[src/rtl/fetch_unit.sv]
// RV32I instruction fetch stage: owns the PC, keeps a single word fetch in flight
// and presents each fetched word with its PC to decode through a one-entry register.
module fetch_unit #(
    parameter logic [31:0] RESET_PC = 32'h0000_0000
) (
    input  logic        clk,
    input  logic        reset,
    output logic        ireq_valid,
    input  logic        ireq_ready,
    output logic [31:0] iaddr,
    input  logic        irsp_valid,
    input  logic [31:0] irsp_data,
    output logic        instr_valid,
    input  logic        instr_ready,
    output logic [31:0] idata,
    output logic [31:0] instr_pc,
    input  logic        redirect_valid,
    input  logic [31:0] redirect_pc,
    output logic        fetch_misaligned
);

    typedef enum logic [2:0] {
        IDLE,
        REQ,
        WAIT,
        HOLD,
        ERR
    } state_t;

    state_t      state_q, state_d;
    logic [31:0] pc_q, pc_d;
    logic [31:0] req_pc_q, req_pc_d;
    logic        kill_q, kill_d;
    logic        instr_valid_q, instr_valid_d;
    logic [31:0] idata_q, idata_d;
    logic [31:0] instr_pc_q, instr_pc_d;
    logic        misaligned_q, misaligned_d;

    logic        req_fire;
    logic        outstanding;

    assign ireq_valid       = (state_q == REQ) && !kill_q;
    assign iaddr            = pc_q;
    assign instr_valid      = instr_valid_q;
    assign idata            = idata_q;
    assign instr_pc         = instr_pc_q;
    assign fetch_misaligned = misaligned_q;

    always_comb begin
        state_d       = state_q;
        pc_d          = pc_q;
        req_pc_d      = req_pc_q;
        kill_d        = kill_q;
        instr_valid_d = instr_valid_q;
        idata_d       = idata_q;
        instr_pc_d    = instr_pc_q;
        misaligned_d  = misaligned_q;

        req_fire = ireq_valid && ireq_ready;
        // A request is still in flight after this edge unless its response is consumed now.
        outstanding = req_fire
                   || (((state_q == WAIT) || ((state_q == ERR) && kill_q)) && !irsp_valid);

        if (redirect_valid) begin
            pc_d          = redirect_pc;
            instr_valid_d = 1'b0;
            kill_d        = outstanding;
            if (redirect_pc[1:0] != 2'b00) begin
                misaligned_d = 1'b1;
                state_d      = ERR;
            end else begin
                misaligned_d = 1'b0;
                state_d      = outstanding ? WAIT : REQ;
            end
        end else begin
            case (state_q)
                IDLE: state_d = REQ;
                REQ: begin
                    if (req_fire) begin
                        req_pc_d = pc_q;
                        pc_d     = pc_q + 32'd4;
                        state_d  = WAIT;
                    end
                end
                WAIT: begin
                    if (irsp_valid) begin
                        if (kill_q) begin
                            kill_d  = 1'b0;
                            state_d = REQ;
                        end else begin
                            idata_d       = irsp_data;
                            instr_pc_d    = req_pc_q;
                            instr_valid_d = 1'b1;
                            state_d       = HOLD;
                        end
                    end
                end
                HOLD: begin
                    if (instr_valid_q && instr_ready) begin
                        instr_valid_d = 1'b0;
                        state_d       = REQ;
                    end
                end
                ERR: begin
                    if (kill_q && irsp_valid) begin
                        kill_d = 1'b0;
                    end
                end
                default: state_d = IDLE;
            endcase
        end
    end

    always_ff @(posedge clk or negedge reset) begin
        if (!reset) begin
            state_q       <= IDLE;
            pc_q          <= RESET_PC;
            req_pc_q      <= 32'h0000_0000;
            kill_q        <= 1'b0;
            instr_valid_q <= 1'b0;
            idata_q       <= 32'h0000_0013;
            instr_pc_q    <= 32'h0000_0000;
            misaligned_q  <= 1'b0;
        end else begin
            state_q       <= state_d;
            pc_q          <= pc_d;
            req_pc_q      <= req_pc_d;
            kill_q        <= kill_d;
            instr_valid_q <= instr_valid_d;
            idata_q       <= idata_d;
            instr_pc_q    <= instr_pc_d;
            misaligned_q  <= misaligned_d;
        end
    end

endmodule

[config.mk]
export PLATFORM = sky130hd
export DESIGN_NAME = fetch_unit
export DESIGN_NICKNAME = d
export VERILOG_FILES = /design/src/rtl/fetch_unit.sv
export SDC_FILE = /design/constraint.sdc
export NUM_CORES = 1
export LEC_CHECK = 0
export CORE_AREA = 5 5 94 183
export CTS_BUF_LIST = sky130_fd_sc_hd__clkbuf_16
export CTS_CLUSTER_SIZE = 12
export DETAILED_ROUTE_END_ITERATION = 12
export DIE_AREA = 0 0 99 188
export DONT_BUFFER_PORTS = 1
export GPL_ROUTABILITY_DRIVEN = 0
export GPL_TIMING_DRIVEN = 0
export PLACE_DENSITY = 0.51
export SYNTH_ARGS = -nofsm -noshare
export SYNTH_HDL_FRONTEND = slang
export SYNTH_SLANG_ARGS = --single-unit
[constraint.sdc]
create_clock -name clk -period 6.8 [get_ports clk]
set_input_delay 0.68 -clock clk [delete_from_list [all_inputs] [get_ports clk]]
set_output_delay 0.68 -clock clk [all_outputs]
set_load 0.05 [all_outputs]
### Yosys cells after proc, flatten, opt, wreduce, memory -nomap -nowiden

Index checks and enable logic that the tools add are counted.

* register bits after elaboration: 134
* bits of input ports: 70
* output and inout bits: 99

* add/sub/neg operators: 1
* equality and inequality tests: 10
* muxes and demuxes: 21
* bitwise operators: 2
* reduce and logical (&&, ||, !) cells: 22

Operator list (number)
* 2-to-1 mux 32 bit: 3
* adder 32 x 3 -> 32 bit (second input constant): 1
* 2-to-1 mux 3 bit: 5
* one-hot mux 3 bit (5 select lines): 1
* != test 3 bit (second input constant): 4
* AND reduction 4 bit: 3
* 2-to-1 mux 1 bit: 8
* == test 3 x 2 -> 1 bit (second input constant): 2
* logical AND 1 bit: 6
* AND reduction 3 bit: 2
* nonzero test 2 bit: 3
* nonzero test 3 bit: 2
* 2-to-1 mux 2 bit: 2
* one-hot mux 1 bit (2 select lines): 2
* == test 3 x 1 -> 1 bit (second input constant): 1
* == test 3 bit (second input constant): 1
* logical NOT 3 bit: 1
* != test 3 x 2 -> 1 bit (second input constant): 1
* logical NOT 1 bit: 2
* logical OR 1 bit: 2
* != test 2 bit (second input constant): 1
* NOT 1 bit: 2
* AND reduction 2 bit: 1

### Longest topological paths before layout

Gate-level depths: netlist (run 1).

* depth in word-level cells: 8
* depth in mapped cells: 8

### Worst setup path after synthesis (run 1)

No wires, ideal clock.

* path type: register to register
* from: reg kill_q
* to: reg req_pc_q[0]
* setup time: 125 ps
* arrival: 2116 ps
* data required time: 6675 ps
* slack: 4559 ps
* stages on the path, launching flop included: 7
* path buffers: 2
* clock period less this slack: 2241 ps
* path through: dfrtp_1 > or4b_1 > buf_2 > inv_2 > nand3_1 > clkbuf_1 > mux2_2

* longest elaborated chain between the ends: 4

RTL lines
* start: declaration: line 33 `logic kill_q, kill_d;`
* start signal: assignment: line 128 `kill_q <= kill_d;`
* logical NOT 1 bit: line 42 `assign ireq_valid = (state_q == REQ) && !kill_q;`
* logical AND 1 bit: line 42
* net ireq_valid: line 8 `output logic ireq_valid,`
* logical AND 1 bit: line 59 `req_fire = ireq_valid && ireq_ready;`
* AND reduction 3 bit (no source line)
* end signal: assignment: line 127 `req_pc_q <= req_pc_d;`
* end: declaration: line 32 `logic [31:0] req_pc_q, req_pc_d;`

The timed path passes the listed nets, and every way through them passes these cells.
A chain may end at the register's enable or synchronous reset.

### Worst setup path in the final report (run 1)

* from: reg kill_q
* to: reg req_pc_q[3]

The elaborated chain is that of the path after synthesis.

==> flow_summary.ini, run 1 <==
[cells_and_area]
fillers = 1482
antenna_cells = 0
fin_area_um2 = 6710
syn2layout_area_growth_pct = 15.78
fin_nets = 555
multi_input_area_um2 = 2323
final_layout_size_suffix_gt1_frac = 0.2777
register_area_um2 = 3357
fin_util = 0.4275

[timing]
skew_ps = 7.348
finalCriticalPeriod_ps = 2799
setup_viol_count_final = 0
tns_ps = 0
tightest_slew_ps = 828.6
rsz0062_at_grt = false
drv_slew = 0
fin_crit_sh = 0.4116
fmaxAchievable_mhz = 357.3
hold_viol = 0
slew_headroom = 0.4425

[clock_network]
ctsHoldBuffers = 1
clk_pin_slew_worst_paths_ps = 60
cts_tree = yes
clock-root-buffer = clkbuf_16
numCtsBuffers = 17
post_cts_buffers = 0
clockBufferDepth = 2
cts_resized = 0
clock_latency_ps = 410
cts-htree-levels = 4
cts.sinks = 134

[placement]
placed_area_um2 = 6047
io_buffers = 0
dp_hpwl_mm = 11.81

[synthesis]
netlist_area_um2 = 5796
yosys_warnings = 0
syn_area_per_cell_um2 = 12.49
async_reset_ff_frac = 1.000
yosysTopAreaCell = dfrtp_1
synth_nets = 535
synth.ff_latch_count = 134
synth_area_leaders = dfrtp_1 57%, mux2_2 19%, nand2_1 1.8%
synthCells = 464
synth_top_cell_area_share = 0.5656
synth-edff-count = 0
ys_types = 47
synth-seq-area-share = 0.5792
ys.flop_type = dfrtp_1

[global_route]
overflow = 0
grt_pass1_wl_mm = 24.69
grt_antenna_before_repair = 0
grt_start_max_net_pins = 132
grt.total_usage = 0.1753
grt_pass1_vias = 4238

[pwr]
power.leakage_nw = 2.897
pwr_density_cell_nw_per_um2 = 425.4
max-vdd-ir-drop_v = 0.0001895

[floorplan]
start_util = 0.3692
dieArea_um2 = 18610
io_pins = 169
num_rows = 65
die_w_um = 99
core_um2 = 15700
die_y_um = 188

[routing]
wl_per_cell_um = 22.69
drt-total-wl_mm = 15.84
drc = 0
ant_nets = 0
first_iter_violations = 163
drt_pre_antenna_iters = 4
post_drt_via_cell_ratio = 5.577
dr_total_vias = 3893

[worst_setup_path]
critPathArrivalTime_ps = 3090
start_kind = flop
path_max_fanout = 10
worstSetupPathType = flop to flop
cp.required_ps = 7090
worstSetupEndpointType = flop

[outcome]
status = completed

[worst_hold_path]
hold_class = primary input to async pin

[flow_run]
maxCapViolCount = 0
logic make-up after synthesis:
group | count (synthesis) | synth area share
DFF | 134 | 0.5792
and+or+nand+nor | 127 | 0.1198
muxes | 98 | 0.1902
AOI/OAI and AO/OA | 65 | 0.07362
buffers and inverters | 29 | 0.01986
xor gates and xnor gates | 10 | 0.01511
adders and majority gates | 1 | 0.002159
synthesized netlist by cell type, types with 6 or more instances:
cell      instances
nand4_1          12
xor2_1            6
o31ai_1           9
nand2_1          28
clkbuf_1         18
dfrtp_1         131
mux2_2           97
nor2_1           19
nand3_1          20
o21ai_0          17
and3_1            6
a31oi_1          16
or4_1            12
area by class of cell:
cell class	instances	area share
Buffer	22	0.01324
Clock buffer	17	0.06340
Clock inverter	15	0.03133
Inverter	7	0.003916
Multi-Input combinational cell	301	0.3463
Sequential cell	134	0.5003
Tap cell	201	0.03748
Timing Repair Buffer	1	0.004102
metal layers:
| metal | global-route usage | wire length, um | vias up |
|---|---|---|---|
| li1 | - | - | 1764 |
| met1 | 0.1748 | 5104 | 1953 |
| met2 | 0.3181 | 9091 | 155 |
| met3 | 0.06255 | 1289 | 21 |
| met4 | 0.07891 | 355 | 0 |
| met5 | 0 | 0 | - |
where the power goes:
part / leakage, nW / total [mW] / switching, mW / internal [mW]
Clock: 0.303 / 0.988 / 0.342 / 0.646
Sequential: 1.69 / 1.59 / 0.583 / 1.00
Combinational: 0.907 / 0.280 / 0.111 / 0.170
Total: 2.90 / 2.85 / 1.04 / 1.82
final timing paths:
check / cells after the start / slack, ps / end / from
setup / recovery: 6 / 4000 / req_pc_q[3]$_DFFE_PN0P_ / kill_q$_DFFE_PN0P_
setup reg to reg: 6 / 4000 / req_pc_q[3]$_DFFE_PN0P_ / kill_q$_DFFE_PN0P_
min in group clk: 2 / 390 / iaddr[9]$_DFFE_PN0P_ / redirect_pc[9]
max in group asynchronous: 1 / 6070 / req_pc_q[30]$_DFFE_PN0P_ / reset
hold / removal: 0 / 110 / idata[4]$_DFFE_PN1P_ / reset
hold reg to reg: 2 / 500 / req_pc_q[18]$_DFFE_PN0P_ / req_pc_q[18]$_DFFE_PN0P_
worst max-delay path, cell delays in order (launching register included):
cell,delay (ps)
dfrtp_1,450
or4b_1,560
buf_2,190
inv_2,320
nand3_1,300
clkbuf_1,450
mux2_2,400
registers in the layout (all words and copies together) (netlist names):
name	cells
state_q	3
instr_valid	1
kill_q	1
req_pc_q	32
idata	32
fetch_misaligned	1
instr_pc	32
iaddr	32
cell usage in the layout, fill, tap and decap left out, types with 6 or more instances in the layout:
master / n
clkbuf_1: 18
inv_1: 6
or4_1: 12
dfrtp_1: 131
nand2_1: 28
o21ai_0: 17
nand4_1: 12
xor2_1: 6
o31ai_1: 9
mux2_2: 97
a31oi_1: 16
clkbuf_16: 17
nor2_1: 19
and3_1: 6
nand3_1: 20
through the flow:
stage | setup slack [ps] | cells | power (mW) | hold WS, ps
floorplan | 4559 | 464 | 1.770 | 384.4
global placement | 3969 | 665 | 1.852 | 387.5
detailed placement | 3955 | 665 | 1.878 | 388.3
CTS | 3944 | 698 | 2.899 | 81.43
global route | 3844 | 698 | 2.986 | 76.85
finish | 4001 | 698 | 2.854 | 109.4
Power figures use the tool's default switching activity.
==> run 2, diff against run 1 <==
--- a/config.mk
+++ b/config.mk
@@ -13,7 +13,7 @@
 export DONT_BUFFER_PORTS = 1
 export GPL_ROUTABILITY_DRIVEN = 0
 export GPL_TIMING_DRIVEN = 0
-export PLACE_DENSITY = 0.51
+export PLACE_DENSITY = 0.53
 export SYNTH_ARGS = -nofsm -noshare
 export SYNTH_HDL_FRONTEND = slang
 export SYNTH_SLANG_ARGS = --single-unit
==> constraint.sdc (replaced) <==
create_clock -name clk -period 2.5 [get_ports clk]
set_input_delay 0.25 -clock clk [delete_from_list [all_inputs] [get_ports clk]]
set_output_delay 0.25 -clock clk [all_outputs]
set_load 0.05 [all_outputs]
==> flow_summary.ini, run 2 (synthesis results as in run 1) <==
[cells_and_area]
fin_area_um2 = 7356
multi_input_area_um2 = 2356
syn2layout_area_growth_pct = 26.92
fin_util = 0.4686
antenna_cells = 0
register_area_um2 = 3373
fillers = 1432
stdcell_count = 762
fin_nets = 619
final_layout_size_suffix_gt1_frac = 0.2870
layout_common_cells = 118 x dfrtp_1, 97 x mux2_2, 63 x dlygate4sd3_1
final_common_cell = dfrtp_1

[floorplan]
start_util = 0.3692
die_w_um = 99
core_um2 = 15700
dieArea_um2 = 18610
io_pins = 169
num_rows = 65
die_y_um = 188

[worst_setup_path]
start_kind = flop
worstSetupPathType = flop to flop
cp.required_ps = 2760
worstSetupEndpointType = flop
path_max_fanout = 10
critPathArrivalTime_ps = 2690

[routing]
drt-total-wl_mm = 16.25
drc = 0
drt_pre_antenna_iters = 4
wl_per_cell_um = 21.32
first_iter_violations = 138
dr_total_vias = 4182
post_drt_via_cell_ratio = 5.488
ant_nets = 0

[flow_run]
maxCapViolCount = 0

[global_route]
grt_pass1_wl_mm = 25.64
grt_antenna_before_repair = 0
grt.total_usage = 0.1767
grt_pass1_vias = 4656
overflow = 0
grt_start_max_net_pins = 135

[placement]
dp_hpwl_mm = 11.56
dp_cells = 665
placed_area_um2 = 6047
io_buffers = 0

[pwr]
power.leakage_nw = 3.138
max-vdd-ir-drop_v = 0.0004897
p_total_mw = 7.690
pwr_density_cell_nw_per_um2 = 1045

[clock_network]
clk_pin_slew_worst_paths_ps = 60
numCtsBuffers = 17
cts_tree = yes
ctsHoldBuffers = 63
clock-root-buffer = clkbuf_16
clock_latency_ps = 420
cts.sinks = 134
cts-htree-levels = 4
clockBufferDepth = 2

[timing]
fin_crit_sh = 0.9708
finalCriticalPeriod_ps = 2427
slew_headroom = 0.4553
tightest_slew_ps = 809.5
fmaxAchievable_mhz = 412.0
fin_hold_ws_ps = -466.7
tns_ps = 0
drv_slew = 0
setup_viol_count_final = 0
skew_ps = 10.61
hold_viol = 134

[outcome]
status = finished, violations left
violations = hold timing

[worst_hold_path]
hold_class = primary input to async pin
run 2: report_power, final:
| part | internal, mW | leakage (nW) | switching, mW |
|---|---|---|---|
| Combinational | 0.525 | 1.18 | 0.287 |
| Clock | 1.57 | 0.285 | 0.988 |
| Sequential | 2.73 | 1.67 | 1.58 |
run 2: critical path, stage by stage, from the launching register on:
cell     delay (ps)
dfrtp_1         440
or4b_1          530
buf_2           200
or3_4           450
buf_2           240
o41ai_2         260
a31oi_1         140
run 2: area by class of cell:
cell class,instances,share of cell area
clock inverters,15,0.02449
plain buffers,22,0.01293
flip-flops and latches,134,0.4586
multi-input cells,301,0.3203
repair buffers,65,0.08777
inverters,7,0.003912
well taps,201,0.03419
clock buffers,17,0.05783
run 2: what timing repair did:
action | in CTS | in global routing
pin swaps | 1 | 0
setup buffers | 2 | 0
setup endpoints to repair | 40 | 34
resized for setup | 12 | 12
endpoints found under the hold margin | 197 | 134
run 2: worst paths after layout:
check,startpoint,endpoint,slack (ps),depth (start not counted)
min in group clk,instr_ready,instr_valid$_DFFE_PN0P_,40,3
max in group asynchronous,reset,idata[1]$_DFFE_PN1P_,2750,0
max reg2reg,state_q[1]$_DFFE_PN0P_,iaddr[28]$_DFFE_PN0P_,70,6
max,state_q[1]$_DFFE_PN0P_,iaddr[28]$_DFFE_PN0P_,70,6
min,reset,req_pc_q[10]$_DFFE_PN0P_,-470,0
min reg2reg,req_pc_q[18]$_DFFE_PN0P_,req_pc_q[18]$_DFFE_PN0P_,480,2
run 2: per-stage QoR:
step,setup slack (ps),hold WS (ps)
2_1_floorplan,258.9,-45.59
4_1_cts,10.35,-494.4
6_report,72.97,-466.7
5_1_grt,-20.16,-493.3
3_3_place_gp,-335.0,-40.50
3_5_place_dp,-323.9,-39.31
run 2: layer usage:
| layer | part of all wire | vias to the layer above | track usage |
|---|---|---|---|
| met1 | 0.35 | 2132 | 0.1817 |
| li1 | - | 1896 | - |
| met3 | 0.063 | 18 | 0.05287 |
| met4 | 0.014 | 0 | 0.05734 |
| met5 | 0 | - | 0 |
| met2 | 0.57 | 136 | 0.3329 |
==> run 3, diff against run 2 <==
--- a/config.mk
+++ b/config.mk
@@ -7,13 +7,13 @@
 export LEC_CHECK = 0
 export CORE_AREA = 5 5 94 183
 export CTS_BUF_LIST = sky130_fd_sc_hd__clkbuf_16
-export CTS_CLUSTER_SIZE = 12
+export CTS_CLUSTER_SIZE = 25
 export DETAILED_ROUTE_END_ITERATION = 12
 export DIE_AREA = 0 0 99 188
 export DONT_BUFFER_PORTS = 1
 export GPL_ROUTABILITY_DRIVEN = 0
 export GPL_TIMING_DRIVEN = 0
-export PLACE_DENSITY = 0.53
+export PLACE_DENSITY = 0.51
 export SYNTH_ARGS = -nofsm -noshare
 export SYNTH_HDL_FRONTEND = slang
 export SYNTH_SLANG_ARGS = --single-unit
==> constraint.sdc (replaced) <==
create_clock -name clk -period 3 [get_ports clk]
set_input_delay 0.3 -clock clk [delete_from_list [all_inputs] [get_ports clk]]
set_output_delay 0.3 -clock clk [all_outputs]
set_load 0.05 [all_outputs]
==> flow_summary.ini, run 3 (synthesis results as in run 1) <==
[floorplan]
die_y_um = 188
start_util = 0.3692
dieArea_um2 = 18610
core_um2 = 15700
num_rows = 65
die_w_um = 99
io_pins = 169

[timing]
hold_viol = 134
skew_ps = 8.211
drv_slew = 0
tightest_slew_ps = 842.2
rsz0062_at_grt = false
finalCriticalPeriod_ps = 2812
setup_viol_count_final = 0
fin_crit_sh = 0.9372
fin_hold_ws_ps = -416.8
tns_ps = 0
slew_headroom = 0.4334
fmaxAchievable_mhz = 355.7

[cells_and_area]
final_layout_size_suffix_gt1_frac = 0.2713
layout_common_cells = 131 x dfrtp_1, 97 x mux2_2, 28 x nand2_1
final_common_cell = dfrtp_1
fillers = 1482
fin_nets = 563
syn2layout_area_growth_pct = 16.86
antenna_cells = 0

[placement]
io_buffers = 0
dp_hpwl_mm = 11.81

[clock_network]
clock-root-buffer = clkbuf_16
clk_pin_slew_worst_paths_ps = 60
clock_latency_ps = 410
clockBufferDepth = 2
cts_resized = 0
cts-htree-levels = 4
post_cts_buffers = 0
numCtsBuffers = 17
cts_tree = yes
cts.sinks = 134
ctsHoldBuffers = 9

[routing]
drt_pre_antenna_iters = 4
drc = 0
ant_nets = 0
wl_per_cell_um = 22.35
first_iter_violations = 145
post_drt_via_cell_ratio = 5.568
drt-total-wl_mm = 15.78
dr_total_vias = 3931

[flow_run]
maxCapViolCount = 0

[worst_setup_path]
worstSetupPathType = flop to flop
cp.required_ps = 3290
worstSetupEndpointType = flop
reg2reg_depth = 6
critPathArrivalTime_ps = 3100
start_kind = flop
path_max_fanout = 10

[pwr]
max-vdd-ir-drop_v = 0.0004303
pwr_density_cell_nw_per_um2 = 951.2
power.leakage_nw = 2.922

[global_route]
grt_pass1_vias = 4231
grt.total_usage = 0.1737
grt_start_max_net_pins = 135
grt_antenna_before_repair = 0
grt_pass1_wl_mm = 24.50
overflow = 0

[outcome]
status = finished, violations left
violations = hold timing

[worst_hold_path]
hold_class = primary input to async pin
run 3: cell count changes in the layout (fill, tap and decap cells not counted), sizes merged:
cell	delta
dlygate4sd3	-54
buf	-3
bufinv	+2
inv	-2
clkbuf	+1
clkinv	+1
clkinvlp	-1
run 3: area by class of cell:
| class | count | area, um2 | share of cell area |
|---|---|---|---|
| flip-flops and latches | 134 | 3357 | 0.4957 |
| multi-input cells | 301 | 2323 | 0.3431 |
| clock buffers | 17 | 425.4 | 0.06281 |
| well taps | 201 | 251.5 | 0.03713 |
| clock inverters | 15 | 210.2 | 0.03104 |
| repair buffers | 9 | 90.09 | 0.01330 |
| plain buffers | 22 | 88.84 | 0.01312 |
| inverters | 7 | 26.28 | 0.003880 |
run 3: worst max-delay path, cell delays in order (launching register included):
cell and delay (ps):
dfrtp_1 450, or4b_1 560, buf_2 190, inv_2 320, nand3_1 300, clkbuf_1 460, mux2_2 400
run 3: where the power goes:
group,internal [mW],switching (mW)
combinational,0.388,0.220
clock,1.46,0.775
sequential,2.27,1.32
total,4.12,2.32
run 3: metal layers:
metal / global-route usage / part of all wire / up-vias
li1: - / - / 1774
met1: 0.1734 / 0.33 / 1964
met2: 0.3150 / 0.57 / 168
met3: 0.06180 / 0.079 / 25
met4: 0.07891 / 0.027 / 0
met5: 0 / 0 / -
run 3: path summary, 6_finish.rpt:
kind / slack (ps) / start / end
max in group asynchronous: 3210 / reset / idata[4]$_DFFE_PN1P_
min in group clk: 30 / redirect_pc[14] / iaddr[14]$_DFFE_PN0P_
max reg2reg: 190 / kill_q$_DFFE_PN0P_ / req_pc_q[31]$_DFFE_PN0P_
min: -420 / reset / idata[22]$_DFFE_PN0P_
max: 190 / kill_q$_DFFE_PN0P_ / req_pc_q[31]$_DFFE_PN0P_
min reg2reg: 500 / req_pc_q[18]$_DFFE_PN0P_ / req_pc_q[18]$_DFFE_PN0P_
run 3: per-stage QoR:
stage | setup slack (ps) | util | instance area [um2] | instances | total power [mW]
after floorplan | 758.9 | - | 5796 | 464 | 4.013
after global placement | 168.8 | 0.3853 | 6047 | 665 | 4.197
after detailed placement | 155.4 | 0.3853 | 6047 | 665 | 4.256
after CTS | 143.9 | 0.4315 | 6773 | 706 | 6.539
after global routing | 43.74 | 0.4315 | 6773 | 706 | 6.730
final | 188.3 | 0.4315 | 6773 | 706 | 6.442
